### src/rtl/aes_dec_pkg.sv
// Shared types and constants for the AES-256 decryption datapath.
// Includes the GF(2^8) multiply used by the inverse-column helper.
package aes_dec_pkg;

    localparam int AES_STATE_W  = 128;
    localparam int AES_COL_W    = 32;
    localparam int AES_NUM_COLS = 4;
    localparam int AES_COL_IDX_W = $clog2(AES_NUM_COLS);

    typedef enum logic [1:0] {
        ST_IDLE = 2'd0,
        ST_RUN  = 2'd1,
        ST_HOLD = 2'd2
    } state_e;

    function automatic logic [7:0] xtime(input logic [7:0] b);
        return {b[6:0], 1'b0} ^ (b[7] ? 8'h1b : 8'h00);
    endfunction

    // Multiply by a 4-bit constant m (covers 09, 0b, 0d, 0e).
    function automatic logic [7:0] gf_mul(input logic [7:0] a,
                                          input logic [3:0] m);
        logic [7:0] x2, x4, x8;
        x2 = xtime(a);
        x4 = xtime(x2);
        x8 = xtime(x4);
        return (m[0] ? a  : 8'h00) ^ (m[1] ? x2 : 8'h00) ^
               (m[2] ? x4 : 8'h00) ^ (m[3] ? x8 : 8'h00);
    endfunction

endpackage

### src/rtl/inv_mix_columns_seq_helper.sv
// Combinational InvMixColumns on a single 32-bit column.
// Byte 0 of the column is rc[31:24].
module MixColumnHelper
    import aes_dec_pkg::*;
(
    input  logic [AES_COL_W-1:0] rc,
    output logic [AES_COL_W-1:0] mcl
);

    logic [7:0] a [4];
    logic [7:0] r [4];

    always_comb begin
        for (int k = 0; k < 4; k++) begin
            a[k] = rc[AES_COL_W-1-8*k -: 8];
        end
        for (int k = 0; k < 4; k++) begin
            r[k] = gf_mul(a[k], 4'he) ^
                   gf_mul(a[(k+1)%4], 4'hb) ^
                   gf_mul(a[(k+2)%4], 4'hd) ^
                   gf_mul(a[(k+3)%4], 4'h9);
        end
    end

    assign mcl = {r[0], r[1], r[2], r[3]};

endmodule

### src/rtl/inv_mix_columns_seq.sv
// InvMixColumns sequencer: streams the four state columns through
// COLS_PER_CYCLE shared helpers and hands the result downstream.
module inv_mix_columns_seq
    import aes_dec_pkg::*;
#(
    parameter int COLS_PER_CYCLE = 1
) (
    input  logic                   clk,
    input  logic                   rst_n,
    input  logic                   flush,
    input  logic                   in_valid,
    output logic                   in_ready,
    input  logic [AES_STATE_W-1:0] in_state,
    input  logic                   in_bypass,
    output logic                   out_valid,
    input  logic                   out_ready,
    output logic [AES_STATE_W-1:0] out_state,
    output logic                   busy
);

    localparam int NUM_STEPS = AES_NUM_COLS / COLS_PER_CYCLE;
    localparam int STEP_W    = (NUM_STEPS > 1) ? $clog2(NUM_STEPS) : 1;

    state_e                 state_q, state_d;
    logic [STEP_W-1:0]      step_q, step_d;
    logic [AES_STATE_W-1:0] work_q, work_d, work_run;
    logic [AES_COL_W-1:0]   cols  [AES_NUM_COLS];
    logic [AES_COL_W-1:0]   h_in  [COLS_PER_CYCLE];
    logic [AES_COL_W-1:0]   h_out [COLS_PER_CYCLE];
    logic                   accept;

    for (genvar c = 0; c < AES_NUM_COLS; c++) begin : g_cols
        assign cols[c] = work_q[AES_STATE_W-1-AES_COL_W*c -: AES_COL_W];
    end

    // Instance i always serves columns congruent to i mod COLS_PER_CYCLE.
    for (genvar i = 0; i < COLS_PER_CYCLE; i++) begin : g_helper
        logic [AES_COL_IDX_W-1:0] cidx;
        assign cidx = AES_COL_IDX_W'(int'(step_q) * COLS_PER_CYCLE + i);
        assign h_in[i] = cols[cidx];
        MixColumnHelper u_helper (
            .rc  (h_in[i]),
            .mcl (h_out[i])
        );
    end

    always_comb begin
        work_run = work_q;
        for (int c = 0; c < AES_NUM_COLS; c++) begin
            if (int'(step_q) == c / COLS_PER_CYCLE) begin
                work_run[AES_STATE_W-1-AES_COL_W*c -: AES_COL_W] =
                    h_out[c % COLS_PER_CYCLE];
            end
        end
    end

    assign in_ready = rst_n & ~flush &
                      ((state_q == ST_IDLE) |
                       ((state_q == ST_HOLD) & out_ready));
    assign accept    = in_valid & in_ready;
    assign out_valid = (state_q == ST_HOLD);
    assign busy      = (state_q != ST_IDLE);
    assign out_state = work_q;

    always_comb begin
        state_d = state_q;
        step_d  = step_q;
        work_d  = work_q;
        unique case (state_q)
            ST_IDLE: begin
                if (accept) begin
                    work_d  = in_state;
                    step_d  = '0;
                    state_d = in_bypass ? ST_HOLD : ST_RUN;
                end
            end
            ST_RUN: begin
                work_d = work_run;
                if (step_q == STEP_W'(NUM_STEPS - 1)) begin
                    step_d  = '0;
                    state_d = ST_HOLD;
                end else begin
                    step_d = step_q + STEP_W'(1);
                end
            end
            ST_HOLD: begin
                if (out_ready) begin
                    if (accept) begin
                        work_d  = in_state;
                        step_d  = '0;
                        state_d = in_bypass ? ST_HOLD : ST_RUN;
                    end else begin
                        state_d = ST_IDLE;
                    end
                end
            end
            default: state_d = ST_IDLE;
        endcase
        if (flush) begin
            state_d = ST_IDLE;
            step_d  = '0;
        end
    end

    always_ff @(posedge clk or negedge rst_n) begin
        if (!rst_n) begin
            state_q <= ST_IDLE;
            step_q  <= '0;
            work_q  <= '0;
        end else begin
            state_q <= state_d;
            step_q  <= step_d;
            work_q  <= work_d;
        end
    end

endmodule

### config.mk
export PLATFORM = sky130hd
export DESIGN_NAME = inv_mix_columns_seq
export DESIGN_NICKNAME = d
export VERILOG_FILES = /design/src/rtl/aes_dec_pkg.sv /design/src/rtl/inv_mix_columns_seq_helper.sv /design/src/rtl/inv_mix_columns_seq.sv
export SDC_FILE = /design/constraint.sdc
export NUM_CORES = 1
export LEC_CHECK = 0
export BUFFER_PORTS_ARGS = -buffer_cell sky130_fd_sc_hd__buf_4
export CAP_MARGIN = 0
export CORE_UTILIZATION = 50
export DETAILED_ROUTE_END_ITERATION = 16
export GPL_ROUTABILITY_DRIVEN = 0
export GPL_TIMING_DRIVEN = 0
export PLACE_DENSITY = 0.75
export SLEW_MARGIN = 20
export SYNTH_ARGS = -nofsm -noshare
export SYNTH_HDL_FRONTEND = slang
export SYNTH_SLANG_ARGS = --single-unit
export TNS_END_PERCENT = 10
### constraint.sdc
create_clock -name clk -period 6.9 [get_ports clk]
set_input_delay 0.345 -clock clk [delete_from_list [all_inputs] [get_ports clk]]
set_output_delay 0.345 -clock clk [all_outputs]
set_load 0.05 [all_outputs]
Yosys cells after proc, flatten, opt, wreduce, memory -nomap -nowiden

Cells that the tools add are included.

Flip-flop bits (word level): 132
Input bits: 134
Output and inout port bits: 131
Word-level logic and storage cells: 126

$add $sub $neg: 1
Magnitude comparators: 1
Equal/unequal tests: 14
Mux-type cells: 34
Bitwise operators: 59
Reduce and logical (&&, ||, !) cells: 11

Operators with widths:

| cell                | number |
|---|---|
| $xor 8x8->8         | 52 |
| $pmux 128 s3        | 1 |
| $mux 128            | 2 |
| $mux 32             | 6 |
| $bmux 32 s2         | 1 |
| $mux 5              | 12 |
| $mux 2              | 10 |
| $reduce_and 3->1    | 5 |
| $pmux 2 s3          | 2 |
| $eq 2x2->1 const B  | 4 |
| $ne 2x2->1 const B  | 4 |
| $ne 3x3->1 const B  | 2 |
| $and 1x1->1         | 4 |
| $eq 2x1->1 const B  | 2 |
| $logic_not 2->1     | 2 |
| $reduce_bool 4->1   | 1 |
| $ge 3x3->1 const B  | 1 |
| $ne 3x2->1 const B  | 1 |
| $not 2->3           | 1 |
| $reduce_bool 3->1   | 1 |
| $add 2x1->2 const B | 1 |
| $ne 2x1->1 const B  | 1 |
| $reduce_and 2->1    | 1 |
| $reduce_bool 2->1   | 1 |
| 2 further kinds     | 2 |

Longest topological paths before layout

Depth in word-level cells: 16
Depth in mapped cells: 11
Gate-level depth less buffers: 7

Cells and area by module

A second synthesis with hierarchy kept.

Cells, all modules: 716
Area, all modules: 9054.9 µm²

By module, submodules not included:

| module              | times used | cells each | area each (µm²) | sequential area each (µm²) |
|---|---|---|---|---|
| inv_mix_columns_seq | 1          | 532        | 7071.8          | 3303.2 |
| MixColumnHelper     | 1          | 184        | 1983.2          | 0.0 |

Worst setup path after synthesis

No wires, ideal clock.

Path kind: register -> register
Start point: reg work_q[21], in the netlist out_state[21]
End point: reg work_q[19], in the netlist out_state[19]
Setup time: 141 ps
Arrival time: 2866 ps
Required time: 6759 ps
Setup slack: 3893 ps
Stages on the path, launching flop included: 9
Path buffers: 1
Clock period less this slack: 3007 ps
Cell sequence: dfrtp_1 > mux4_2 > buf_4 > xnor3_2 > xnor3_2 > xnor2_2 > xnor3_1 > nand2_2 > a31oi_1

Cells in the longest elaborated chain, start to end: 13

Ends and longest elaborated chain:

| item                                       | line                             | source |
|---|---|---|
| start: declaration                         | inv_mix_columns_seq.sv:26        | `logic [AES_STATE_W-1:0] work_q, work_d, work_run;` |
| start signal: assignment                   | inv_mix_columns_seq.sv:113       | `work_q <= work_d;` |
| $bmux 32 s2                                | inv_mix_columns_seq.sv:40        | `assign h_in[i] = cols[cidx];` |
| $mux 32 (not written as such) (2 in a row) | inv_mix_columns_seq.sv:40        |  |
| $xor 8x8->8 (2 in a row)                   | aes_dec_pkg.sv:17                | `return {b[6:0], 1'b0} ^ (b[7] ? 8'h1b : 8'h00);` |
| $mux 5                                     | aes_dec_pkg.sv:17                |  |
| $xor 8x8->8                                | aes_dec_pkg.sv:17                |  |
| $xor 8x8->8                                | aes_dec_pkg.sv:28                | `(m[2] ? x4 : 8'h00) ^ (m[3] ? x8 : 8'h00);` |
| $xor 8x8->8                                | inv_mix_columns_seq_helper.sv:18 | `r[k] = gf_mul(a[k], 4'he) ^` |
| $xor 8x8->8                                | inv_mix_columns_seq_helper.sv:19 | `gf_mul(a[(k+1)%4], 4'hb) ^` |
| $xor 8x8->8                                | inv_mix_columns_seq_helper.sv:20 | `gf_mul(a[(k+2)%4], 4'hd) ^` |
| $mux 32                                    | inv_mix_columns_seq.sv:50        | `if (int'(step_q) == c / COLS_PER_CYCLE) begin` |
| $pmux 128 s3                               | inv_mix_columns_seq.sv:69        | `unique case (state_q)` |

No other way between the ends. The select of a mux whose other input is x is not followed.
A chain may end at the register's enable or synchronous reset.

Worst setup path in the final report

Start point: reg step_q[1]
End point: reg work_q[121], in the netlist out_state[121]

Cells in the longest elaborated chain, start to end: 14
Elaborated cells on any way between the ends: 42
Classes of those cells: eq/ne (1); mux (16); bitwise (23); reduce/logical (2)

Ends and longest elaborated chain:

| item                                               | line                                 | source |
|---|---|---|
| start: declaration                                 | inv_mix_columns_seq.sv:25            | `logic [STEP_W-1:0] step_q, step_d;` |
| start signal: assignment                           | inv_mix_columns_seq.sv:112           | `step_q <= step_d;` |
| $not 2->3 (not written as such)                    | inv_mix_columns_seq.sv:40            |  |
| $bmux 32 s2                                        | inv_mix_columns_seq.sv:40            |  |
| $mux 32 (not written as such) (2 in a row)         | inv_mix_columns_seq.sv:40            |  |
| $mux 5 or $xor 8x8->8 (tied branches)              | aes_dec_pkg.sv:17                    |  |
| $xor 8x8->8 or $mux 5 (tied branches) (2 in a row) | aes_dec_pkg.sv:17                    |  |
| $xor 8x8->8 (on tied branches)                     | aes_dec_pkg.sv:27, aes_dec_pkg.sv:17 |  |
| $xor 8x8->8                                        | aes_dec_pkg.sv:28                    |  |
| $xor 8x8->8                                        | inv_mix_columns_seq_helper.sv:18     |  |
| $xor 8x8->8                                        | inv_mix_columns_seq_helper.sv:19     |  |
| $xor 8x8->8                                        | inv_mix_columns_seq_helper.sv:20     |  |
| $mux 32                                            | inv_mix_columns_seq.sv:50            |  |
| $pmux 128 s3                                       | inv_mix_columns_seq.sv:69            |  |

Several ways; a longest one is shown, not always the timed one. The select of a mux whose other input is x is not followed.

==> impl_metrics.csv <==
group,metric,value,unit
flow_run,maxCapViolCount,0,
logic_synthesis,synth_xor_xnor_area_share,0.275,
cells_and_area,multi_input_area,0.00533,mm^2
logic_synthesis,async_flop_share,1.00,
drt,wl_per_cell,24.0,um
logic_synthesis,yosys.area.top_type,"dfrtp_1",
outcome,status,"finished, final reports clean",
logic_synthesis,synthCells,878,
hold_path,worstHoldPathType,"in -> reg",
drt,drtAntennaViolNets,0,
hold_path,whs_endpoint,"state_q[0]",
hold_path,hold_depth,2,
cells_and_area,nets,1301,
drt,drt_iter0_markers,844,
worst_setup_path,r2r-start,"step_q[1]",
die,start_util,0.515,
sta,rsz0062_at_grt,"false",
worst_setup_path,cp-start-kind,"register",
placed_design,dpl_cell_area,0.0113,mm^2
clock_tree,cts_buffers,17,
worst_setup_path,crit_slowest_cell,"buf_2",
logic_synthesis,synth_nets,1016,
cells_and_area,mostFrequentLayoutCell,"buf_4",
worst_setup_path,path_cells,"buf_2 > buf_2 > buf_2 > mux4_2 > buf_2 > xor2_1 > xnor2_1 > xnor3_1 > xnor2_1 > nand2_1 > a31oi_1",
worst_setup_path,critPathKind,"reg -> reg",
worst_setup_path,reg2reg_to,"out_state[121]",
worst_setup_path,cp_max_fo,10,
placed_design,dp_hpwl,24600,um
worst_setup_path,worstPathArrival,4.26,ns
die,core_area,0.0174,mm^2
logic_synthesis,post_synth.cell_area_avg,10.2,um^2
logic_synthesis,synth-compound-area-share,0.0995,
clock_tree,cts_buffer_depth,2,
drt,drc_errors,0,
logic_synthesis,netlist.area_leader.share,0.368,
logic_synthesis,synth_flop_cell,"dfrtp_1",
drt,wirelength,33600,um
die,num_rows,48,
die,die_h,136,um
worst_setup_path,reg2reg_depth,11,
clock_tree,clkTransAtPathRegs,0.06,ns
grt,grt_usage,0.375,
logic_synthesis,synthAdderAreaFrac,0.00558,
clock_tree,htreeDepth,4,
drt,viasPerCell,6.07,
worst_setup_path,cp_data_required_time,7.26,ns
logic_synthesis,yosysUniqueCellTypes,40,
sta,skew,0.0110,ns
clock_tree,cts_root_buf,"clkbuf_16",
cells_and_area,areaGrowthSynthToFinish,32.2,%
hold_path,min_from,"in_bypass",
logic_synthesis,synth_area,0.00898,mm^2
sta,post-route-period-util,0.566,
sta,setup_tns,0,ns
cells_and_area,fin_area,0.0119,mm^2
clock_tree,clk_latency,0.44,ns
drt,drt_first_pass_iters,7,
sta,relSlewSlack,0.357,
sta,holdWs,0.0925,ns
sta,hold_violations,0,
cells_and_area,drive_gt1_frac,0.321,
sta,drv_slew,0,
drt,vias,8503,
placed_design,portBuffers,264,
placed_design,post-place-ws,3.17,ns
clock_tree,cts_sinks,132,
grt,grt_pass1_wl,49500,um
logic_synthesis,synthTopCellsByArea,"dfrtp_1 37%, xnor2_1 11%, a31oi_1 8.4%",
sta,worst_pin_slew,0.960,ns
die,die_x,136,um
worst_setup_path,ff2ff_setup_slack,2.99,ns
cells_and_area,n_antenna_cell,0,
logic_synthesis,synth-simple-area-share,0.133,
worst_setup_path,crit_top_cell,"buf_2",
logic_synthesis,ys_seq_elements,132,
cells_and_area,nFillCells,1404,
logic_synthesis,synthMuxAreaShare,0.0807,
logic_synthesis,synth_top_family_by_area,"XOR/XNOR gates",
logic_synthesis,ys_warn_count,0,
logic_synthesis,synth_edf_count,0,
cells_and_area,layout_common_cells,"269 x buf_4, 149 x nand2_1, 140 x nor2_1, 132 x dfrtp_1, 121 x a31oi_1",
grt,grt_pass1_vias,8469,
sta,layout_min_cycle_time,3.91,ns
die,dieArea,0.0185,mm^2
logic_synthesis,seq_area_frac_synth,0.368,
sta,setup_viol,0,
die,num_io_pins,265,
worst_setup_path,critPathMaxStageDelay,0.46,ns
clock_tree,cts_tree,"built",
sta,fmax,0.256,GHz
sta,worst_slack,2.99,ns
grt,grt_overflow,0,
cells_and_area,register_area,0.00330,mm^2
grt,grt_max_degree,77,
grt,antenna_found_initial,1,
worst_setup_path,end_kind,"register",
kinds of logic (layout without fill, tap and decap cells):
logic type,after synthesis,count (layout)
compound gates,145,145
xor+xnor,193,193
flops,132,132
fa+ha+maj,4,4
buf+inv,68,366
mux,32,32
simple gates,304,304
cells in the mapped netlist (2+ instances only):
master	instances
buf_4	6
buf_2	12
clkbuf_1	42
xor2_2	4
nor2_1	140
ha_1	4
xnor3_1	31
a21oi_1	17
nor2b_1	3
inv_1	3
xor3_1	4
nand2_2	2
xnor3_2	3
nand2b_1	2
a31oi_1	121
nand2_1	149
a22oi_1	2
xor2_1	25
buf_6	4
xnor2_2	7
xnor2_1	110
dfrtp_1	132
mux4_2	31
xnor2_4	8
how the worst max path moves through the flow:
stage / from / end / slack [ns] / cells after the start
3_5_place_dp: step_q[1] / out_state[121] / 3.17 / 11
4_1_cts: step_q[1] / out_state[121] / 3.08 / 11
3_3_place_gp: rst_n / out_state[19] / 2.96 / 8
2_1_floorplan: out_state[21] / out_state[19] / 3.89 / 8
6_report: step_q[1] / out_state[121] / 2.99 / 11
5_1_grt: step_q[1] / out_state[121] / 2.88 / 11
metal layers:
| metal | track usage | part of all wire |
|---|---|---|
| met5 | 0 | 0 |
| met4 | 0.170 | 0.037 |
| met3 | 0.0813 | 0.11 |
| met2 | 0.603 | 0.49 |
| met1 | 0.485 | 0.37 |
metrics by stage:
stage | std cells | utilization
6_report | 1401 | 0.681
5_1_grt | 1401 | 0.681
4_1_cts | 1401 | 0.681
3_5_place_dp | 1368 | 0.647
3_3_place_gp | 1367 | 0.645
2_1_floorplan | 878 | -
worst max-delay path, delay by kind of cell, from the launching register on:
| kind | cells | cell delay, ns |
|---|---|---|
| AO/OA/AOI/OAI | 1 | 0.24 |
| XOR/XNOR | 4 | 1.20 |
| buffers and inverters | 4 | 1.37 |
| flip-flops | 1 | 0.38 |
| multiplexers | 1 | 0.41 |
| AND/OR/NAND/NOR | 1 | 0.21 |
repair_timing:
action	in CTS	in global routing
endpoints found under the hold margin	58	0
resized for setup	0	0
setup buffers	0	0
hold buffers	1	0
flip-flops by register name, summed over array words and instances (netlist names):
register   count
out_state    128
state_q        2
step_q         2
final cells by class:
cell class	count	area share
Multi-Input combinational cell	678	0.449
Sequential cell	132	0.278
Timing Repair Buffer	266	0.171
Clock buffer	18	0.0362
Buffer	65	0.0276
Tap cell	225	0.0237
Clock inverter	14	0.0129
Inverter	3	0.000949
Power is left out: the tool's default activity adds up to more than one toggle a clock period on the data nets, which glitch-free logic cannot reach.
